--- config.mk ---
export PLATFORM = sky130hd
export DESIGN_NAME = control_sequencer
export DESIGN_NICKNAME = d
export VERILOG_FILES = /design/src/rtl/control_sequencer.sv
export SDC_FILE = /design/constraint.sdc
export NUM_CORES = 1
export LEC_CHECK = 0
export CAP_MARGIN = 10
export CORE_ASPECT_RATIO = 0.6
export CORE_MARGIN = 4
export CORE_UTILIZATION = 52
export DETAILED_ROUTE_END_ITERATION = 12
export GPL_TIMING_DRIVEN = 0
export MAX_ROUTING_LAYER = met4
export PLACE_DENSITY = 0.89
export SLEW_MARGIN = 0
export SYNTH_ARGS = -nofsm -noshare
export SYNTH_HDL_FRONTEND = slang
export SYNTH_SLANG_ARGS = --single-unit
--- constraint.sdc ---
create_clock -name Clock -period 4.07 [get_ports Clock]
set_input_delay 0.814 -clock Clock [delete_from_list [all_inputs] [get_ports Clock]]
set_output_delay 0.814 -clock Clock [all_outputs]
set_load 0.02 [all_outputs]
--- src/rtl/control_sequencer.sv ---
// Fetch/execute control sequencer: steps through fetch (F0-F2) and execute (E3-E6)
// states, emitting registered Moore datapath strobes decoded from the latched IR fields.
`timescale 1ns/1ps

// state  | meaning
// S_IDLE | held in reset; leaves on the first Clock after Clear_n rises
// S_F0   | PC to MAR, increment PC
// S_F1   | memory read into MDR; waits here until Mem_ready
// S_F2   | MDR to IR; opcode and register fields latched on exit
// S_E3   | first execute step (operand to Y, or nop/halt/illegal completion)
// S_E4   | ALU operation into Z
// S_E5   | Z low to destination register (R-format) or to LO (mul/div)
// S_E6   | Z high to HI (mul/div only)
// S_HALT | stopped, Run low; Start resumes at F0
module control_sequencer (
    input  logic        Clock,
    input  logic        Clear_n,
    input  logic        Start,
    input  logic        Mem_ready,
    input  logic [31:0] IR,
    output logic        PCout,
    output logic        MARin,
    output logic        IncPC,
    output logic        Zin,
    output logic        Read,
    output logic        MDRin,
    output logic        MDRout,
    output logic        IRin,
    output logic        Yin,
    output logic        Zlowout,
    output logic        Zhighout,
    output logic        HIin,
    output logic        LOin,
    output logic [15:0] R_in,
    output logic [15:0] R_out,
    output logic [4:0]  alu_op,
    output logic        Run,
    output logic        Done,
    output logic        Illegal
);

    typedef enum logic [3:0] {
        S_IDLE, S_F0, S_F1, S_F2, S_E3, S_E4, S_E5, S_E6, S_HALT
    } state_t;

    typedef struct packed {
        logic        pc_out;
        logic        mar_in;
        logic        inc_pc;
        logic        z_in;
        logic        read;
        logic        mdr_in;
        logic        mdr_out;
        logic        ir_in;
        logic        y_in;
        logic        zlow_out;
        logic        zhigh_out;
        logic        hi_in;
        logic        lo_in;
        logic [15:0] r_in;
        logic [15:0] r_out;
        logic [4:0]  alu_op;
        logic        run;
        logic        done;
        logic        illegal;
    } ctl_t;

    localparam logic [4:0] OP_MUL  = 5'b01111;
    localparam logic [4:0] OP_DIV  = 5'b10000;
    localparam logic [4:0] OP_NOP  = 5'b11010;
    localparam logic [4:0] OP_HALT = 5'b11011;

    state_t     state, state_nxt;
    logic [4:0] op_q, op_nxt;
    logic [3:0] ra_q, ra_nxt;
    logic [3:0] rb_q, rb_nxt;
    logic [3:0] rc_q, rc_nxt;
    ctl_t       ctl_q, ctl_nxt;
    logic       is_rfmt, is_muldiv, is_nop, is_halt;
    logic       unused_ir;

    assign unused_ir = ^IR[14:0];

    always_ff @(posedge Clock or negedge Clear_n) begin
        if (!Clear_n) begin
            state <= S_IDLE;
            op_q  <= '0;
            ra_q  <= '0;
            rb_q  <= '0;
            rc_q  <= '0;
            ctl_q <= '0;
        end else begin
            state <= state_nxt;
            op_q  <= op_nxt;
            ra_q  <= ra_nxt;
            rb_q  <= rb_nxt;
            rc_q  <= rc_nxt;
            ctl_q <= ctl_nxt;
        end
    end

    // Fields are captured leaving F2; the E3 outputs must already see the new values.
    always_comb begin
        op_nxt = op_q;
        ra_nxt = ra_q;
        rb_nxt = rb_q;
        rc_nxt = rc_q;
        if (state == S_F2) begin
            op_nxt = IR[31:27];
            ra_nxt = IR[26:23];
            rb_nxt = IR[22:19];
            rc_nxt = IR[18:15];
        end
    end

    always_comb begin
        is_rfmt   = (op_nxt >= 5'b00011) && (op_nxt <= 5'b01011);
        is_muldiv = (op_nxt == OP_MUL) || (op_nxt == OP_DIV);
        is_nop    = (op_nxt == OP_NOP);
        is_halt   = (op_nxt == OP_HALT);
    end

    always_comb begin
        state_nxt = state;
        case (state)
            S_IDLE: state_nxt = S_F0;
            S_F0:   state_nxt = S_F1;
            S_F1:   state_nxt = Mem_ready ? S_F2 : S_F1;
            S_F2:   state_nxt = S_E3;
            S_E3: begin
                if (is_rfmt || is_muldiv) state_nxt = S_E4;
                else if (is_halt)         state_nxt = S_HALT;
                else                      state_nxt = S_F0;
            end
            S_E4:   state_nxt = S_E5;
            S_E5:   state_nxt = is_muldiv ? S_E6 : S_F0;
            S_E6:   state_nxt = S_F0;
            S_HALT: state_nxt = Start ? S_F0 : S_HALT;
            default: state_nxt = S_IDLE;
        endcase
    end

    // Outputs are decoded from the state being entered so they register alongside it.
    always_comb begin
        ctl_nxt     = '0;
        ctl_nxt.run = (state_nxt != S_HALT) && (state_nxt != S_IDLE);
        case (state_nxt)
            S_F0: begin
                ctl_nxt.pc_out = 1'b1;
                ctl_nxt.mar_in = 1'b1;
                ctl_nxt.inc_pc = 1'b1;
                ctl_nxt.z_in   = 1'b1;
            end
            S_F1: begin
                ctl_nxt.read   = 1'b1;
                ctl_nxt.mdr_in = 1'b1;
            end
            S_F2: begin
                ctl_nxt.mdr_out = 1'b1;
                ctl_nxt.ir_in   = 1'b1;
            end
            S_E3: begin
                if (is_rfmt) begin
                    ctl_nxt.r_out = 16'h0001 << rb_nxt;
                    ctl_nxt.y_in  = 1'b1;
                end else if (is_muldiv) begin
                    ctl_nxt.r_out = 16'h0001 << ra_nxt;
                    ctl_nxt.y_in  = 1'b1;
                end else begin
                    ctl_nxt.done    = 1'b1;
                    ctl_nxt.illegal = !(is_nop || is_halt);
                end
            end
            S_E4: begin
                ctl_nxt.r_out  = 16'h0001 << (is_muldiv ? rb_nxt : rc_nxt);
                ctl_nxt.z_in   = 1'b1;
                ctl_nxt.alu_op = op_nxt;
            end
            S_E5: begin
                ctl_nxt.zlow_out = 1'b1;
                if (is_muldiv) begin
                    ctl_nxt.lo_in = 1'b1;
                end else begin
                    ctl_nxt.r_in = 16'h0001 << ra_nxt;
                    ctl_nxt.done = 1'b1;
                end
            end
            S_E6: begin
                ctl_nxt.zhigh_out = 1'b1;
                ctl_nxt.hi_in     = 1'b1;
                ctl_nxt.done      = 1'b1;
            end
            default: ;
        endcase
    end

    assign PCout    = ctl_q.pc_out;
    assign MARin    = ctl_q.mar_in;
    assign IncPC    = ctl_q.inc_pc;
    assign Zin      = ctl_q.z_in;
    assign Read     = ctl_q.read;
    assign MDRin    = ctl_q.mdr_in;
    assign MDRout   = ctl_q.mdr_out;
    assign IRin     = ctl_q.ir_in;
    assign Yin      = ctl_q.y_in;
    assign Zlowout  = ctl_q.zlow_out;
    assign Zhighout = ctl_q.zhigh_out;
    assign HIin     = ctl_q.hi_in;
    assign LOin     = ctl_q.lo_in;
    assign R_in     = ctl_q.r_in;
    assign R_out    = ctl_q.r_out;
    assign alu_op   = ctl_q.alu_op;
    assign Run      = ctl_q.run;
    assign Done     = ctl_q.done;
    assign Illegal  = ctl_q.illegal;

endmodule

==> results.sh, run 1 <==
export IMPL_antenna_found_initial=0
export IMPL_syn_avg_cell_area_um2=10.0
export IMPL_fin_worst_skew_ns=0.00765
export IMPL_hold_violations=0
export IMPL_met1_usage_pct=35.3
export IMPL_drive_above_1_share_pct=10.9
export IMPL_path_clk_slew_ns=0.08
export IMPL_ctsHoldBuffers=0
export IMPL_drc=0
export IMPL_seqCellArea_um2=1730
export IMPL_hp_start="rc_q[2]$_DFF_PN0_"
export IMPL_holdPathEnd="rc_q[2]$_DFF_PN0_"
export IMPL_rr_endpoint="R_out[3]$_DFF_PN0_"
export IMPL_cts_sinks=69
export IMPL_reg2reg_slack_ns=1.19
export IMPL_ant_nets=0
export IMPL_post_cts_buffers=0
export IMPL_path_cells="clkdlybuf4s50_1 > or4b_4 > o22a_1 > mux2_2 > buf_6 > buf_2 > mux2i_1 > a221o_1"
export IMPL_syn_nets=371
export IMPL_area_delta_synth_final_pct=30.4
export IMPL_p_int_uw=1640
export IMPL_place_congestion=0.933
export IMPL_worst_path_largest_cell_delay_ns=0.58
export IMPL_gr_total_overflow=0
export IMPL_postSynth_asyncResetShare_pct=100
export IMPL_grt_usage_pct=25.5
export IMPL_p_sw_share_pct=42.6
export IMPL_crit_required_ns=4.32
export IMPL_clock_power_share_pct=20.7
export IMPL_drt_iter0_drc=251
export IMPL_crit_type="in -> reg"
export IMPL_n_antenna_cell=0
export IMPL_synth_edf_count=0
export IMPL_htreeDepth=3
export IMPL_syn_inst=335
export IMPL_drt_wl_total_um=9410
export IMPL_synth_ff_type="dfrtp_1"
export IMPL_grt_pass1_wl_um=15200
export IMPL_boundaryPins=89
export IMPL_synth_area_leader_cell="dfrtp_1"
export IMPL_cts_root_buf="clkbuf_8"
export IMPL_outcome="finished clean"
export IMPL_routed_via_density=5.86
export IMPL_die_height_um=70.3
export IMPL_cts_buffer_depth=2
export IMPL_netlist_area_leader_share_pct=51.3
export IMPL_synth_seq_area_share_pct=51.3
export IMPL_tns_ns=0
export IMPL_multiInputGateArea_um2=1480
export IMPL_synthTopCellsByArea="dfrtp_1 (51%), mux2i_1 (6.0%), nand2_1 (5.2%)"
export IMPL_combinationalPowerShare_pct=45.8
export IMPL_max_freq_mhz=324
export IMPL_numCtsBuffers=9
export IMPL_p_switching_uw=1220
export IMPL_setup_violations=0
export IMPL_syn_cell_area_um2=3360
export IMPL_vias=2965
export IMPL_leakagePower_uw=0.00198
export IMPL_period_share_pct=75.7
export IMPL_slew_viol_final=0
export IMPL_hold_depth=2
export IMPL_power_density_nw_per_um2=650
export IMPL_top_usage_layer="met2"
export IMPL_insertion_delay_ns=0.37
export IMPL_cts_tree="built"
export IMPL_tightest_slew_ns=1.14
export IMPL_fin_area_um2=4390
export IMPL_grt_util_met2_pct=35.6
export IMPL_grt_pass1_vias=2888
export IMPL_nNetsFinal=453
export IMPL_cts_resized_gates=0
export IMPL_drt_first_pass_iters=5
export IMPL_rr_worst_depth=6
export IMPL_fillers=465
export IMPL_layout_min_cycle_time_ns=3.08
export IMPL_cap_violations=0
export IMPL_critPathArrivalTime_ns=3.33
export IMPL_crit_fanout=10
export IMPL_seq_power_share_pct=33.5
export IMPL_ir_drop_v=0.000365
export IMPL_placed_area_um2=4180
export IMPL_grt_max_degree=70
export IMPL_cp_slowest_cell="clkdlybuf4s50_1"
export IMPL_dieArea_um2=7860
export IMPL_synthDistinctLibCells=50
export IMPL_core_area_um2=6190
export IMPL_endpoint_kind="register"
export IMPL_placementRows=22
export IMPL_initial_core_util_pct=54.3
export IMPL_die_w_um=112
export IMPL_numPortBuffers=71
export IMPL_worstReg2RegStart="state[0]$_DFF_PN0_"
export IMPL_rsz0062_at_grt="no"
export IMPL_startpoint_type="primary input"
export IMPL_utilization_pct=70.8
export IMPL_hold_class="reg -> reg"
export IMPL_p_total_uw=2850
export IMPL_dp_hpwl_um=6680
export IMPL_gr_usage_met3_pct=6.84
export IMPL_synth_warnings=0
export IMPL_slew_headroom_pct=21.8
export IMPL_synth_seq_cells=69
export IMPL_route_detailed_wl_per_inst_um=18.6
[cell usage in the layout, fill, tap and decap left out, types with 7 or more instances in the layout]
cell type / Yosys / layout
clkdlybuf4s50_1: 0 / 70
dfrtp_1: 69 / 69
nand2_1: 47 / 47
nor2_1: 38 / 38
mux2i_1: 20 / 20
a221o_1: 14 / 14
a21oi_1: 13 / 13
nor3_1: 13 / 13
inv_1: 12 / 12
nand2b_1: 12 / 12
clkbuf_8: 0 / 10
nor2b_1: 7 / 7
[sequential cells by signal, indices dropped and copies added, names as in the netlist]
| name | cells |
|---|---|
| Illegal | 1 |
| IncPC | 1 |
| rc_q | 4 |
| Run | 1 |
| MDRin | 1 |
| R_in | 16 |
| state | 4 |
| LOin | 1 |
| IRin | 1 |
| Zlowout | 1 |
| ra_q | 4 |
| rb_q | 4 |
| Zin | 1 |
| Done | 1 |
| HIin | 1 |
| op_q | 5 |
| R_out | 16 |
| alu_op | 5 |
| Yin | 1 |
[routing by layer]
metal / share of wire (%) / wire length [um]
met1: 46 / 4320
met4: 2.4 / 225
met2: 42 / 4000
met5: 0 / 0
met3: 9.2 / 867
[cells in the mapped netlist, types with 2 or more instances]
cell      count
dfrtp_1      69
nand2_1      47
nor2_1       38
mux2i_1      20
a221o_1      14
a21oi_1      13
nor3_1       13
inv_1        12
nand2b_1     12
nor2b_1       7
buf_2         6
clkbuf_1      6
nor4_1        6
buf_4         5
nand3_1       5
or2_2         5
a211oi_1      4
nand3b_1      4
o21ai_0       4
and3b_1       3
mux2_2        3
nor3b_1       3
a21o_1        2
and2_1        2
buf_6         2
mux2_4        2
o21a_1        2
o32ai_1       2
or3_1         2
or4b_4        2
[critical path, delay by kind of cell]
kind | cells | cell delay (ns)
AO/OA/AOI/OAI | 2 | 0.60
AND/OR/NAND/NOR | 1 | 0.51
multiplexers | 2 | 0.47
buffers and inverters | 3 | 0.92
[power by group through the flow]
stage,sequential [uW],clock (uW),combinational [uW]
after floorplan,987,0,817
after global placement,950,0,1220
after detailed placement,963,0,1260
after CTS,953,590,1270
after global routing,979,623,1410
final,956,590,1310
[how the worst max path moves through the flow]
stage	from	to	slack, ns	cells after the start
3_5_place_dp	IR[31]	R_out[3]$_DFF_PN0_	0.65	8
6_report	IR[31]	R_out[3]$_DFF_PN0_	0.99	8
5_1_grt	IR[31]	R_out[3]$_DFF_PN0_	0.93	8
3_3_place_gp	Clear_n	op_q[0]$_DFF_PN0_	0.11	1
2_1_floorplan	IR[30]	R_out[9]$_DFF_PN0_	1.31	7
4_1_cts	IR[31]	R_out[3]$_DFF_PN0_	1.04	8
[through the flow]
step | setup slack [ns] | hold slack (ns) | instances
finish | 0.987 | 0.503 | 506
global route | 0.929 | 0.538 | 506
CTS | 1.04 | 0.500 | 506
detailed placement | 0.655 | 0.480 | 490
global placement | 0.108 | 0.462 | 490
floorplan | 1.31 | 0.446 | 335
[cells by family after synthesis]
family                    synth area share [%]
AOI/OAI and AO/OA                         12.7
xor gates and xnor gates                 0.260
muxes                                     7.85
DFF                                       51.3
buffers and inverters                     4.80
and+or+nand+nor                           23.1
[cell type report]
| cell class | count | area share, % |
|---|---|---|
| Buffer | 20 | 2.65 |
| Clock buffer | 10 | 3.14 |
| Clock inverter | 6 | 1.63 |
| Inverter | 12 | 1.03 |
| Multi-Input combinational cell | 234 | 33.6 |
| Timing Repair Buffer | 71 | 16.1 |
| Sequential cell | 69 | 39.4 |
| Tap cell | 84 | 2.40 |
No activity file was read; power rests on OpenSTA's default activity.
==> run 2: changes to the inputs <==
--- a/config.mk
+++ b/config.mk
@@ -8,11 +8,11 @@
 export CAP_MARGIN = 10
 export CORE_ASPECT_RATIO = 0.6
 export CORE_MARGIN = 4
-export CORE_UTILIZATION = 52
+export CORE_UTILIZATION = 44
 export DETAILED_ROUTE_END_ITERATION = 12
 export GPL_TIMING_DRIVEN = 0
 export MAX_ROUTING_LAYER = met4
-export PLACE_DENSITY = 0.89
+export PLACE_DENSITY = 0.8
 export SLEW_MARGIN = 0
 export SYNTH_ARGS = -nofsm -noshare
 export SYNTH_HDL_FRONTEND = slang
==> constraint.sdc (replaced) <==
create_clock -name Clock -period 2.55 [get_ports Clock]
set_input_delay 0.51 -clock Clock [delete_from_list [all_inputs] [get_ports Clock]]
set_output_delay 0.51 -clock Clock [all_outputs]
set_load 0.02 [all_outputs]
==> run 2 against run 1 <==
- clock power increased by 110%
- critical path depth decreased by 1
- final area up 4.7%
- combinational power rose by 66%
- power increased by 73%
- utilization is 8.4 points lower
- final cell count increased by 4.5%
- global-route usage decreased by 4.6 points
- non-clock buffer count grew 3
- critical path type is now reg -> reg
==> results.sh, run 2 (synthesis results as in run 1) <==
export IMPL_outcome="finished clean"
export IMPL_htreeDepth=3
export IMPL_instances_no_fill=529
export IMPL_grt_max_degree=70
export IMPL_dp_hpwl_um=6660
export IMPL_grt_pass1_vias=2640
export IMPL_max_freq_mhz=398
export IMPL_slew_viol_final=0
export IMPL_power_density_nw_per_um2=1080
export IMPL_vias=2890
export IMPL_numPortBuffers=71
export IMPL_dieArea_um2=9150
export IMPL_antenna_found_initial=0
export IMPL_ir_drop_v=0.000528
export IMPL_hold_violations=0
export IMPL_cts_tree="built"
export IMPL_critPathArrivalTime_ns=2.72
export IMPL_layout_min_cycle_time_ns=2.51
export IMPL_area_delta_synth_final_pct=36.6
export IMPL_slew_headroom_pct=42.1
export IMPL_routed_via_density=5.46
export IMPL_ctsHoldBuffers=0
export IMPL_setup_violations=0
export IMPL_fin_ws_ns=0.0351
export IMPL_utilization_pct=62.4
export IMPL_n_antenna_cell=0
export IMPL_die_height_um=75.7
export IMPL_boundaryPins=89
export IMPL_crit_fanout=10
export IMPL_fillers=604
export IMPL_drt_wl_total_um=9250
export IMPL_insertion_delay_ns=0.33
export IMPL_initial_core_util_pct=45.7
export IMPL_ant_nets=0
export IMPL_layout_common_cells="dfrtp_1 (69), clkdlybuf4s50_1 (67), nand2_1 (47), nor2_1 (38)"
export IMPL_gr_total_overflow=0
export IMPL_period_share_pct=98.6
export IMPL_grt_pass1_wl_um=14000
export IMPL_multiInputGateArea_um2=1540
export IMPL_numCtsBuffers=9
export IMPL_startpoint_type="register"
export IMPL_grt_usage_pct=20.9
export IMPL_fin_area_um2=4590
export IMPL_core_area_um2=7360
export IMPL_crit_type="reg -> reg"
export IMPL_route_detailed_wl_per_inst_um=17.5
export IMPL_placementRows=24
export IMPL_drive_above_1_share_pct=14.6
export IMPL_hold_class="in -> async"
export IMPL_placed_area_um2=4200
export IMPL_cts_root_buf="clkbuf_16"
export IMPL_seqCellArea_um2=1730
export IMPL_leakagePower_uw=0.00204
export IMPL_place_congestion=0.916
export IMPL_cap_violations=0
export IMPL_path_clk_slew_ns=0.06
export IMPL_fin_worst_skew_ns=0.00449
export IMPL_endpoint_kind="register"
export IMPL_die_w_um=121
export IMPL_drc=0
export IMPL_crit_required_ns=2.76
export IMPL_tightest_slew_ns=0.869
export IMPL_rsz0062_at_grt="yes"
export IMPL_drt_iter0_drc=342
export IMPL_cts_buffer_depth=2
export IMPL_placed_cells=510
export IMPL_p_total_uw=4950
export IMPL_cts_sinks=69
export IMPL_nNetsFinal=456
export IMPL_final_common_cell="dfrtp_1"
export IMPL_pre_cts_ws_ns=-0.548
export IMPL_drt_first_pass_iters=5
-- run 2: path summary, 6_finish.rpt --
check                             startpoint                   to  slack [ns]  depth (start not counted)
setup / recovery           op_q[0]$_DFF_PN0_   R_out[3]$_DFF_PN0_        0.04                          7
hold / removal                       Clear_n  R_out[15]$_DFF_PN0_        0.29                          1
setup reg to reg           op_q[0]$_DFF_PN0_   R_out[3]$_DFF_PN0_        0.04                          7
hold reg to reg            rc_q[2]$_DFF_PN0_    rc_q[2]$_DFF_PN0_        0.48                          2
max in group asynchronous            Clear_n    op_q[0]$_DFF_PN0_        1.68                          1
min in group Clock         rc_q[2]$_DFF_PN0_    rc_q[2]$_DFF_PN0_        0.48                          2
-- run 2: worst max-delay path: stages (launching register included) --
cell and delay (ns):
dfrtp_1 0.43, or4b_4 0.57, o22a_4 0.28, mux2_2 0.28
buf_6 0.15, buf_4 0.18, mux2i_1 0.17, a221o_1 0.33
-- run 2: area by class of cell --
type / count / share of cell area (%)
plain buffers: 19 / 2.67
clock buffers: 10 / 5.20
clock inverters: 6 / 1.36
inverters: 12 / 0.981
multi-input cells: 234 / 33.5
flip-flops and latches: 69 / 37.6
well taps: 104 / 2.83
repair buffers: 75 / 15.9
-- run 2: where the power goes --
group	internal, uW	total (uW)	switching [uW]
sequential	1330	1530	204
clock	779	1240	462
combinational	880	2170	1290
-- run 2: repair_timing --
action / 4_1_cts / 5_1_grt
endpoints found under the setup margin: 20 / 33
resized for setup: 9 / 14
setup buffers: 0 / 4
pin swaps: 0 / 1
-- run 2: metrics by stage --
step | TNS (ns) | hold WS [ns]
2_1_floorplan | 0 | 0.214
3_3_place_gp | -91.82 | 0.463
3_5_place_dp | -8.32 | 0.467
4_1_cts | 0 | 0.315
5_1_grt | -0.0663 | 0.376
6_report | 0 | 0.286
-- run 2: layer usage --
| layer | vias up | track usage, % | wire length [um] |
|---|---|---|---|
| met3 | 11 | 6.60 | 823 |
| met4 | 0 | 7.41 | 110 |
| met2 | 143 | 27.8 | 3710 |
| met5 | - | - | 0 |
| li1 | 1342 | - | - |
| met1 | 1394 | 29.8 | 4610 |
